## config.mk

```make
export PLATFORM = sky130hd
export DESIGN_NAME = apu_triangle_gen
export DESIGN_NICKNAME = d
export VERILOG_FILES = /design/src/rtl/apu_pkg.sv /design/src/rtl/apu_length_lut.sv /design/src/rtl/apu_triangle_gen.sv
export SDC_FILE = /design/constraint.sdc
export NUM_CORES = 1
export LEC_CHECK = 0
export CORE_MARGIN = 2
export CORE_UTILIZATION = 40
export CTS_BUF_LIST = sky130_fd_sc_hd__clkbuf_2
export DETAILED_ROUTE_END_ITERATION = 10
export DONT_BUFFER_PORTS = 1
export PLACE_DENSITY_LB_ADDON = 0.05
export SLEW_MARGIN = 0
export SYNTH_ARGS = -nofsm -noshare
export SYNTH_HDL_FRONTEND = slang
export SYNTH_SLANG_ARGS = --single-unit
export TNS_END_PERCENT = 1
```

## constraint.sdc

```tcl
create_clock -name clk -period 5.5 [get_ports clk]
set_input_delay 1.65 -clock clk [delete_from_list [all_inputs] [get_ports clk]]
set_output_delay 1.65 -clock clk [all_outputs]
set_load 0.03 [all_outputs]
```

## src/rtl/apu_pkg.sv

```systemverilog
// Shared APU definitions: triangle register indices, triangle mode encoding and
// the length-counter load table used by every voice.
package apu_pkg;

    localparam logic [1:0] APU_TRI_R0 = 2'd0;
    localparam logic [1:0] APU_TRI_R1 = 2'd1;
    localparam logic [1:0] APU_TRI_R2 = 2'd2;
    localparam logic [1:0] APU_TRI_R3 = 2'd3;

    typedef enum logic {
        TRI_MODE_TRIANGLE = 1'b0,
        TRI_MODE_SAW      = 1'b1
    } tri_mode_e;

    localparam logic [7:0] APU_LENGTH_TABLE [0:31] = '{
        8'd10,  8'd254, 8'd20,  8'd2,   8'd40,  8'd4,   8'd80,  8'd6,
        8'd160, 8'd8,   8'd60,  8'd10,  8'd14,  8'd12,  8'd26,  8'd14,
        8'd12,  8'd16,  8'd24,  8'd18,  8'd48,  8'd20,  8'd96,  8'd22,
        8'd192, 8'd24,  8'd72,  8'd26,  8'd16,  8'd28,  8'd32,  8'd30
    };

endpackage

```

## src/rtl/apu_length_lut.sv

```systemverilog
// Combinational 5-bit length index to 8-bit length-counter load value.
module apu_length_lut
    import apu_pkg::*;
(
    input  logic [4:0] i_index,
    output logic [7:0] o_length
);

    assign o_length = APU_LENGTH_TABLE[i_index];

endmodule

```

## src/rtl/apu_triangle_gen.sv

```systemverilog
// Triangle/sawtooth voice: period timer, linear and length counters gate a
// step sequencer whose value is shaped into a registered sample.
module apu_triangle_gen
    import apu_pkg::*;
#(
    parameter int TIMER_W = 11,
    parameter int LIN_W   = 7,
    parameter int OUT_W   = 4
) (
    input  logic             clk,
    input  logic             reset,
    input  logic             en,
    input  logic             qframe,
    input  logic             hframe,
    input  logic             sel,
    input  logic             we,
    input  logic [1:0]       addr,
    input  logic [7:0]       wdata,
    output logic             act,
    output logic [OUT_W-1:0] out
);

    localparam int STEP_W = OUT_W + 1;
    localparam int HI_W   = TIMER_W - 8;

    logic               r_ctrl;
    logic [LIN_W-1:0]   r_lin_reload;
    tri_mode_e          r_mode;
    logic               r_umute;
    logic [TIMER_W-1:0] r_period;
    logic [TIMER_W-1:0] r_timer;
    logic               r_tick;
    logic [LIN_W-1:0]   r_linear;
    logic               r_reload_flag;
    logic [7:0]         r_length;
    logic [STEP_W-1:0]  r_step;
    logic [OUT_W-1:0]   r_out;

    logic               w_wr;
    logic               w_wr_r3;
    logic               w_clear;
    logic [TIMER_W-1:0] w_period_r3;
    logic [7:0]         w_lut_length;
    logic               w_muted;
    logic               w_step_en;
    logic [OUT_W-1:0]   w_sample;

    assign w_wr        = en && sel && we;
    assign w_wr_r3     = w_wr && (addr == APU_TRI_R3);
    assign w_clear     = reset || !en;
    assign w_period_r3 = {wdata[HI_W-1:0], r_period[7:0]};

    apu_length_lut u_length_lut (
        .i_index  (wdata[7:3]),
        .o_length (w_lut_length)
    );

    always_ff @(posedge clk) begin
        if (w_clear) begin
            r_ctrl       <= 1'b0;
            r_lin_reload <= '0;
            r_mode       <= TRI_MODE_TRIANGLE;
            r_umute      <= 1'b0;
            r_period     <= '0;
        end else if (w_wr) begin
            case (addr)
                APU_TRI_R0: begin
                    r_ctrl       <= wdata[7];
                    r_lin_reload <= wdata[LIN_W-1:0];
                end
                APU_TRI_R1: begin
                    r_mode  <= tri_mode_e'(wdata[0]);
                    r_umute <= wdata[1];
                end
                APU_TRI_R2: r_period[7:0]         <= wdata;
                APU_TRI_R3: r_period[TIMER_W-1:8] <= wdata[HI_W-1:0];
                default: ;
            endcase
        end
    end

    // An R3 write restarts the timer with the period it just wrote.
    always_ff @(posedge clk) begin
        if (w_clear) begin
            r_timer <= '0;
            r_tick  <= 1'b0;
        end else begin
            r_tick <= (r_timer == '0);
            if (w_wr_r3)
                r_timer <= w_period_r3;
            else if (r_timer == '0)
                r_timer <= r_period;
            else
                r_timer <= r_timer - TIMER_W'(1);
        end
    end

    always_ff @(posedge clk) begin
        if (w_clear) begin
            r_linear      <= '0;
            r_reload_flag <= 1'b0;
        end else begin
            if (qframe) begin
                if (r_reload_flag)
                    r_linear <= r_lin_reload;
                else if (r_linear != '0)
                    r_linear <= r_linear - LIN_W'(1);
            end
            if (w_wr_r3)
                r_reload_flag <= 1'b1;
            else if (qframe && !r_ctrl)
                r_reload_flag <= 1'b0;
        end
    end

    always_ff @(posedge clk) begin
        if (w_clear)
            r_length <= '0;
        else if (w_wr_r3)
            r_length <= w_lut_length;
        else if (hframe && !r_ctrl && (r_length != '0))
            r_length <= r_length - 8'd1;
    end

    // Periods below 2 are ultrasonic; umute freezes the sequencer there.
    assign w_muted   = r_umute && (r_period < TIMER_W'(2));
    assign w_step_en = r_tick && (r_linear != '0) && (r_length != '0) && !w_muted;

    always_ff @(posedge clk) begin
        if (w_clear)
            r_step <= '0;
        else if (w_step_en)
            r_step <= r_step + STEP_W'(1);
    end

    always_comb begin
        w_sample = '0;
        if (r_mode == TRI_MODE_SAW)
            w_sample = r_step[OUT_W:1];
        else
            w_sample = {OUT_W{r_step[OUT_W]}} ^ r_step[OUT_W-1:0];
    end

    always_ff @(posedge clk) begin
        if (w_clear)
            r_out <= '0;
        else
            r_out <= w_sample;
    end

    assign act = (r_length != '0);
    assign out = r_out;

endmodule

```

[Word-level counts from Yosys, hierarchy flattened]
Memory sizes are Yosys's and may differ from the RTL's.
Cells that the tools add are included.
Cells by class
  add/subtract/negate cells: 4
  magnitude comparators: 2
  eq/ne operators: 3
  mux-type cells: 11
  bitwise operators: 2
  reductions and logical operators: 26
Operators with widths (number)
  $mux 8: 4
  $mux 11: 2
  $mux 7: 2
  $logic_not 11->1: 1
  $lt 11x2->1 const B: 1
  $sub 11x1->11 const B: 1
  $logic_and 1x1->1: 10
  $reduce_and 2->1: 5
  $reduce_bool 8->1: 1
  $sub 8x1->8 const B: 1
  $reduce_bool 7->1: 1
  $sub 7x1->7 const B: 1
  $ge 6x6->1 const B: 1
  $not 5->6: 1
  $reduce_bool 2->1: 3
  $add 5x1->5 const B: 1
  $eq 2x2->1 const B: 2
  $mux 4: 1
  $xor 4x4->4: 1
  $logic_not 1->1: 3
  $eq 2x1->1 const B: 1
  $logic_not 2->1: 1
  $mux 1: 2
  $logic_or 1x1->1: 1
Word-level totals
  flip-flop bits (word level): 58
  bits in read-only memories: 256
  word-level logic and storage cells: 62
  memories kept: 1
Memories
  (no name shown): words 32, width 8, rd ports 1, clocked after Yosys merged registers in 0, wr ports 0, RTL line apu_length_lut.sv:9  | assign o_length = APU_LENGTH_TABLE[i_index];

[Longest topological paths before layout]
Gate-level depths: netlist (run 1).
  word-level depth: 5
  gate-level depth with buffers: 8
  mapped depth without buffers: 7

[Cells and area by module]
A second synthesis (run 1) with hierarchy kept.
Second synthesis, totals
  cell total of the unflattened synthesis: 380
  area total of the unflattened synthesis: 3209.3 µm²
Modules (own cells, without submodules)
  apu_triangle_gen: times used 1, cells an instance 326, area each 2834.0 µm², seq. area each 1161.1 µm²
  apu_length_lut: times used 1, cells an instance 54, area each 375.4 µm², seq. area each 0.0 µm²

[Worst setup path before layout (run 1)]
No wires, ideal clock.
  path type: flip-flop to output port
  start: reg r_length[0]
  end: out act
  data arrival time: 1.342 ns
  slack: 2.508 ns
  cell stages (with the launch flop): 5
  buffers on the path: 0
  path through: dfxtp_1 inv_1 ha_1 nor3b_1 nand2_1
On the way
  cells in the longest elaborated chain, start to end: 1
RTL lines
  start: declaration: RTL line apu_triangle_gen.sv:35  | logic [7:0] r_length;
  start signal: assignment: RTL line apu_triangle_gen.sv:120  | r_length <= w_lut_length;
  start signal: assignment: RTL line apu_triangle_gen.sv:122  | r_length <= r_length - 8'd1;
  $reduce_bool 8->1: RTL line apu_triangle_gen.sv:151  | assign act = (r_length != '0);
  end: declaration: RTL line apu_triangle_gen.sv:19  | output logic act,
Every way passes these cells.

[Worst setup path after layout (run 1)]
Ends and elaborated chain as after synthesis.

==> results of run 1 <==
sequential cells by signal, summed over array words and instances, names as in the netlist:
| name | flops |
|---|---|
| r_umute | 1 |
| r_reload_flag | 1 |
| r_mode | 1 |
| r_length | 8 |
| r_step | 5 |
| r_lin_reload | 7 |
| out | 4 |
| r_period | 11 |
| r_ctrl | 1 |
| r_linear | 7 |
| r_timer | 11 |
| r_tick | 1 |
cell type report:
| class | instances | area (µm²) | share of cell area [%] |
|---|---|---|---|
| clock inverter | 4 | 67.6 | 2.03 |
| sequential | 58 | 1160 | 34.8 |
| clock buffer | 11 | 55.1 | 1.65 |
| timing repair buffer | 2 | 15.0 | 0.450 |
| tap | 102 | 128 | 3.83 |
| inverter | 13 | 48.8 | 1.46 |
| multi-input combinational | 290 | 1860 | 55.8 |
critical path, stage by stage, from the launching register on:
cell and delay, ns:
sky130_fd_sc_hd__dfxtp_1 0.35, sky130_fd_sc_hd__inv_1 0.10, sky130_fd_sc_hd__ha_1 0.15, sky130_fd_sc_hd__nor3b_1 0.56, sky130_fd_sc_hd__nand2_1 0.39
layer usage:
| metal | routed length (µm) | up-vias |
|---|---|---|
| met5 | 0 | - |
| met4 | 57 | 0 |
| met3 | 300 | 4 |
| met2 | 3410 | 46 |
| met1 | 3650 | 1159 |
| li1 | - | 1322 |
power by group through the flow:
stage	clock, mW	combinational (mW)	sequential [mW]
floorplan	0	0.465	0.521
global placement	0	0.531	0.534
detailed placement	0	0.531	0.534
CTS	0.310	0.537	0.525
global route	0.327	0.608	0.534
finish	0.300	0.531	0.525
path summary, 6_finish.rpt:
check / slack [ns] / start / depth (start not counted) / endpoint
max: 1.86 / r_length[0]$_SDFFE_PP0P_ / 4 / act
min: 0.48 / r_lin_reload[0]$_SDFFE_PP0P_ / 2 / r_linear[0]$_SDFFE_PP0P_
max reg2reg: 3.31 / r_length[0]$_SDFFE_PP0P_ / 7 / r_step[3]$_SDFFE_PP0P_
min reg2reg: 0.48 / r_lin_reload[0]$_SDFFE_PP0P_ / 2 / r_linear[0]$_SDFFE_PP0P_
kinds of logic after synthesis:
kind of cell    after synthesis  synth area share (%)
compound gates               93                  19.2
fa+ha+maj                    13                  5.17
mux                          18                  6.12
xor+xnor                     18                  5.01
flops                        58                  36.9
buf+inv                      31                  4.06
simple gates                148                  23.5
synth_stat cells (2+ instances only):
cell / instances / area, µm²
sky130_fd_sc_hd__nor2_1: 62 / 233
sky130_fd_sc_hd__dfxtp_1: 58 / 1160
sky130_fd_sc_hd__a21oi_1: 32 / 160
sky130_fd_sc_hd__nand2_1: 30 / 113
sky130_fd_sc_hd__o21ai_0: 22 / 110
sky130_fd_sc_hd__mux2i_1: 17 / 170
sky130_fd_sc_hd__ha_1: 13 / 163
sky130_fd_sc_hd__inv_1: 13 / 48.8
sky130_fd_sc_hd__xnor2_1: 13 / 114
sky130_fd_sc_hd__a211oi_1: 12 / 90.1
sky130_fd_sc_hd__clkbuf_1: 12 / 45.0
sky130_fd_sc_hd__nand3_1: 10 / 50.1
sky130_fd_sc_hd__nand2b_1: 8 / 50.1
sky130_fd_sc_hd__nor3_1: 7 / 35.0
sky130_fd_sc_hd__xor2_1: 5 / 43.8
sky130_fd_sc_hd__and3_1: 4 / 25.0
sky130_fd_sc_hd__nor3b_1: 4 / 30.0
sky130_fd_sc_hd__o211ai_1: 4 / 30.0
sky130_fd_sc_hd__or3_1: 4 / 25.0
sky130_fd_sc_hd__a22oi_1: 3 / 22.5
sky130_fd_sc_hd__a31oi_1: 3 / 18.8
sky130_fd_sc_hd__buf_2: 3 / 15.0
sky130_fd_sc_hd__or2_2: 3 / 18.8
sky130_fd_sc_hd__buf_4: 2 / 15.0
sky130_fd_sc_hd__nor4_1: 2 / 12.5
sky130_fd_sc_hd__nor4_4: 2 / 42.5
sky130_fd_sc_hd__o221ai_1: 2 / 17.5
sky130_fd_sc_hd__o31ai_1: 2 / 15.0
sky130_fd_sc_hd__o41ai_1: 2 / 17.5
sky130_fd_sc_hd__or4_1: 2 / 15.0
stage by stage:
stage          cells  total power [mW]  hold WS (ns)  utilization [%]  instance area, µm²
2_1_floorplan    379             0.985         0.448                -                3150
3_3_place_gp     465              1.06         0.465             41.8                3210
3_5_place_dp     465              1.06         0.474             41.8                3210
4_1_cts          480              1.37         0.482             43.4                3340
5_1_grt          480              1.47         0.513             43.4                3340
6_report         480              1.36         0.478             43.4                3340
==> run summary, run 1 <==
The run finished with clean final reports. Sequential-to-total area share from yosys stat: 36.9%. Global routing used 4.31% of the available met3 tracks. Dividing the synthesized area by the synthesized cell count gives 8.30 µm².

The worst-case setup slack after placement came out at 2.35 ns. The number of different library cells used by synthesis comes to 53. The number of register bits inferred by synthesis works out to 58.

STA classifies the critical path startpoint as a flip-flop. For met2 alone, demand over resource in global routing was 29.8%. Of the total power, the share spent switching nets is 37.8%. Fill cell total of the finished layout: 811.

Entering global routing, the biggest net connects 30 pins. The synthesized netlist cell count was 379; the clock latency at the later pin of the worst-skew pair was 0.45 ns. Setup repair after global routing left no endpoint under its margin. The final layout contains routed wiring with a total length of 7410 µm. For the sum of negative setup slack, the log shows 0 ns. The critical path is of the flip-flop to primary output type.

The wire-length estimate of the detail-placed layout is 5310 µm. For the worst setup path, the data required time is 3.85 ns. For this run, design rule violations remaining after detail routing come to 0. Peak clock frequency supported by timing: 275 MHz. Yosys printed 0 warnings. The synthesized design contains 0 enable-type register cells. The first routing iteration left 99 violations. The run gives 404 as the net count reported at finish. At the worst endpoint, the arrival time is 1.99 ns. TritonCTS built the clock tree. For the pin with the worst max-slew slack, the measured transition is 0.668 ns.

The number of max-slew violations in the final report is 0, and the final critical-path share of the clock period is 66.1%. The TritonCTS sink count is 58, and the number of placed I/O pins is 22. Leaving out fill and tap cells, the most frequent cell in the layout is sky130_fd_sc_hd__nor2_1. The tools report the via count of the first global-routing pass as 2,454. The number of antenna violations at the first check in global routing came out at 0. Counting the buffers created by CTS gives 9.

For this block, the via count after detailed routing is 2,531. The congestion estimate from routability-driven global placement came to 0.800. The logs give 0 for the count of instances resized after the clock tree is built and 18.9% for the combined global-route utilization of all metal layers. The highest fanout seen on the critical path works out to 5. After synthesis, the share of flip-flops with an asynchronous set or reset is 0%.

The die is 92.7 µm wide. The antenna diode count is 0. Of the total power, the clock network draws 22.1%. Global routing finished with a remaining overflow of 0.

Once routing completed, OpenROAD measured the worst setup slack at 1.86 ns. The logs give 843 µW for the cell-internal power and 409 for the net count after synthesis. The clock passes through at most 2 buffers. The CTS clock-pin slew for the worst setup and hold paths was 0.16 ns.

CTS built an H-tree with a depth of 3. Buffers added to address setup during post-CTS repair amount to 0. The share of total power dissipated in combinational logic is 39.2%. After detailed routing, the average wire length per cell comes to 15.4 µm.

The global-route wire length before repair came out at 12,600 µm. For the global-route track usage on met1, the log shows 25.8%. Area added between synthesis and finish: 6.00%.

In the routed layout, each cell is associated on average with a via count of 5.27. Setup violations remaining at the end of the flow were counted as 0. For the final hold violation count, the log shows 0. For this run, the leading register cell type out of synthesis is sky130_fd_sc_hd__dfxtp_1.

In this run the power density over the cells is 406 nW/µm². The library cells used most frequently in the layout, excluding fill and tap cells, are sky130_fd_sc_hd__nor2_1 (62), sky130_fd_sc_hd__dfxtp_1 (58), sky130_fd_sc_hd__a21oi_1 (32). For the max-cap violation count, the log shows 0. The run gives 0.240 mV as the worst vdd rail ir drop.

The share of post-route cells with drive strength above 1 is 7.94%, and the number of routed nets with antenna violations is 0. The net switching power of the design is 513 µW, and the relative slew slack is 55.4%. Number of port buffers: 0. For the final database, setup skew stands at 0.0201 ns.

The global routing stage identified its most utilized layer as met2. STA classifies the critical path endpoint as a primary output. The run gives 40.9% as the initial core utilization. The floorplan step defined a die boundary enclosing 8590 µm².

The clock period minus worst slack works out to 3.64 ns. The first detailed-routing pass ran for 4 iterations. The logs give 38.7% for the share of total power in sequential cells and 7690 µm² for the floorplan core area.

The number of hold buffers added after CTS was 0. The height of the die is 92.7 µm. After synthesis the cells add up to 3150 µm². Clock tree root driver cell: sky130_fd_sc_hd__clkbuf_2. The static power due to leakage came out at 1.24 nW.

Path class of the lowest-slack min-delay path: flip-flop to flip-flop. After floorplanning, the core was divided into 32 placement rows.
No activity file was read; power rests on OpenSTA's default activity.
==> run 2, diff against run 1 <==
==> constraint.sdc (replaced) <==
create_clock -name clk -period 3.7 [get_ports clk]
set_input_delay 1.11 -clock clk [delete_from_list [all_inputs] [get_ports clk]]
set_output_delay 1.11 -clock clk [all_outputs]
set_load 0.03 [all_outputs]
==> run summary, run 2 (synthesis gave the netlist of run 1 again) <==
The relative slew slack is 47.1% (-8.2 points). The number of hold buffers added after cts is 0 (unchanged), and the share of post-route cells with drive strength above 1 is 8.20% (+0.26 points). Max-cap violation count: 0 (unchanged). The via count of the first global-routing pass came out at 2,447 (-0.29%). The library cells used most frequently in the layout, excluding fill and tap cells, are sky130_fd_sc_hd__nor2_1 (62), sky130_fd_sc_hd__dfxtp_1 (58), sky130_fd_sc_hd__a21oi_1 (32). The width of the chip works out to 92.7 µm (unchanged).

The path class of the lowest-slack min-delay path was flip-flop to flip-flop. The number of buffers created by CTS came out at 9 (unchanged). The tools report the via count as 2,560 (+1.1%).

The number of H-tree levels was 3 (unchanged); the net switching power of the design was 772 µW (+51%). The floorplan core area came out at 7690 µm² (unchanged). The via density per instance is 5.33 (+1.1%). The run gives 0 (unchanged) as the overall overflow remaining after global route. The tools report the part of the total power dissipated in the clock network as 19.4% (-2.7 points).

For the sum of negative setup slack, the log shows 0 ns (unchanged). Final core area utilization: 43.1% (-0.31 points). For the pin count of the biggest net entering global routing, the log shows 38 (+27%). For the cell row count, the log shows 32 (unchanged). The net count reported at finish was 404 (unchanged). The wire length per cell after detailed routing came out at 15.7 µm (+1.6%). The worst vdd rail ir drop came out at 0.489 mV (+100%).

Cell-internal power: 1.19 mW (+41%). The logs give 322 MHz for the peak clock frequency supported by timing and 0 (unchanged) for the post-CTS setup repair buffer count. The required time of the worst setup path came out at 2.59 ns (-1.26 ns).

Overall die area: 8590 µm² (unchanged). The number of max-slew violations in the final report is 0 (unchanged), and the combined global-route utilization of all metal layers is 18.9% (+0.033 points). The number of antenna violations at the first check in global routing was 0 (unchanged). Most common library cell in the layout ignoring fill and taps: sky130_fd_sc_hd__nor2_1.

The global-route wire length before repair was 12,600 µm (+0.17%); the slew at the pin closest to its max-slew limit was 0.793 ns (+0.125 ns). The tools report the sort of element at the end of the critical path as a primary output. The final hold violation count was 0 (unchanged); the power per unit of standard cell area was 591 nW/µm² (+45%). The tools report the final setup skew as 0.0389 ns (+0.0189 ns). STA classifies the critical path startpoint as a flip-flop.

For the number of endpoints failing setup at the final stage, the log shows 0 (unchanged). For the data arrival time of the critical path, the log shows 1.99 ns (about the same). The maximum buffer depth of the clock tree is 2 (unchanged), and the clock latency at the later pin of the worst-skew pair is 0.48 ns (+0.03 ns). The tools report the part of the power in combinational logic as 40.8% (+1.6 points).

The height of the die was 92.7 µm (unchanged); the initial core utilization was 40.9% (unchanged). For the DRC violation total after the first TritonRoute iteration, the log shows 88 (-11%). The detailed-route DRC error count came out at 0 (unchanged). The fill cell total of the finished layout is 824 (+1.6%), and the final wirelength is 7530 µm (+1.6%). For the static power due to leakage, the log shows 1.24 nW (-0.63%). The multi-input gate area in the final layout is 1860 µm² (unchanged), and the footprint of the flip-flops and latches is 1160 µm² (unchanged). The highest fanout seen on the critical path works out to 5 (unchanged).

The clock period could shrink to 3.10 ns. For the iteration count of the initial detailed-routing pass, the log shows 4 (unchanged). The number of placed I/O pins was 22 (unchanged); the count of instances resized after the clock tree is built was 0 (unchanged). The number of port buffers works out to 0 (unchanged). The worst setup path is of the flip-flop to primary output kind. For the estimated wirelength of the detail-placed design, the log shows 5340 µm (+0.45%). TritonCTS built the clock tree. The TritonCTS sink count was 58 (unchanged); the final critical-path share of the clock period was 83.8%. CTS placed an instance of sky130_fd_sc_hd__clkbuf_2 at the clock tree root. The run gives 39.8% (+1.1 points) as the share of total power in sequential cells. The largest registers in the layout are r_period x11, r_timer x11, r_length x8.

The share of total power consumed by net switching was 39.4% (+1.6 points). Final weighted congestion in routability-driven placement: 0.833 (+4.0%). The run finished with clean final reports.

The antenna diode count was 0 (unchanged). The CTS clock-pin slew for the worst setup and hold paths came out at 0.14 ns (-0.02 ns). From synthesis to final layout, the design area changed by 5.25%. Setup repair after global routing left no endpoint under its margin.

The number of routed nets with antenna violations came out at 0 (unchanged).
run 2: cell types whose count changed in the layout (fill, tap and decap cells not counted), sizes merged:
cell	delta
clkinv	+1
bufinv	-1
run 2: critical path, cell delays in order, from the launching register on:
cell,delay [ns]
sky130_fd_sc_hd__dfxtp_1,0.35
sky130_fd_sc_hd__inv_1,0.10
sky130_fd_sc_hd__ha_1,0.14
sky130_fd_sc_hd__nor3b_1,0.55
sky130_fd_sc_hd__nand2_1,0.40
run 2: routing by layer:
| layer | vias to the layer above | global-route usage, % | routed length (µm) | share of wire (%) |
|---|---|---|---|---|
| met5 | - | 0 | 0 | 0 |
| met1 | 1193 | 26.2 | 3770 | 50 |
| li1 | 1319 | - | - | - |
| met2 | 46 | 28.7 | 3440 | 46 |
| met3 | 2 | 5.61 | 287 | 3.8 |
| met4 | 0 | 5.02 | 38 | 0.50 |
run 2: final timing paths:
check	endpoint	startpoint	cells past startpoint	slack, ns
worst min-delay path	r_period[8]$_SDFFE_PP0P_	r_period[8]$_SDFFE_PP0P_	2	0.49
worst max register to register	r_step[3]$_SDFFE_PP0P_	r_length[0]$_SDFFE_PP0P_	7	1.48
worst min register to register	r_period[8]$_SDFFE_PP0P_	r_period[8]$_SDFFE_PP0P_	2	0.49
worst max-delay path	act	r_length[0]$_SDFFE_PP0P_	4	0.60
run 2: area by class of cell:
type | instances | area share, %
well taps | 102 | 3.85
multi-input cells | 290 | 56.2
clock buffers | 11 | 1.66
inverters | 13 | 1.47
flip-flops and latches | 58 | 35.1
clock inverters | 4 | 1.32
repair buffers | 2 | 0.453
run 2: power by group through the flow:
stage | combinational, mW | sequential, mW | clock (mW)
3_5_place_dp | 0.796 | 0.793 | 0
4_1_cts | 0.806 | 0.779 | 0.397
5_1_grt | 0.910 | 0.792 | 0.432
2_1_floorplan | 0.691 | 0.774 | 0
6_report | 0.798 | 0.779 | 0.381
3_3_place_gp | 0.790 | 0.792 | 0
run 2: through the flow:
step	power [mW]	instances	hold WS [ns]	worst slack [ns]	area, µm²
floorplan	1.46	379	0.448	1.25	3150
global placement	1.58	465	0.467	1.15	3210
detailed placement	1.59	465	0.478	1.10	3210
CTS	1.98	480	0.499	0.557	3310
global route	2.13	480	0.527	0.392	3310
finish	1.96	480	0.494	0.598	3310
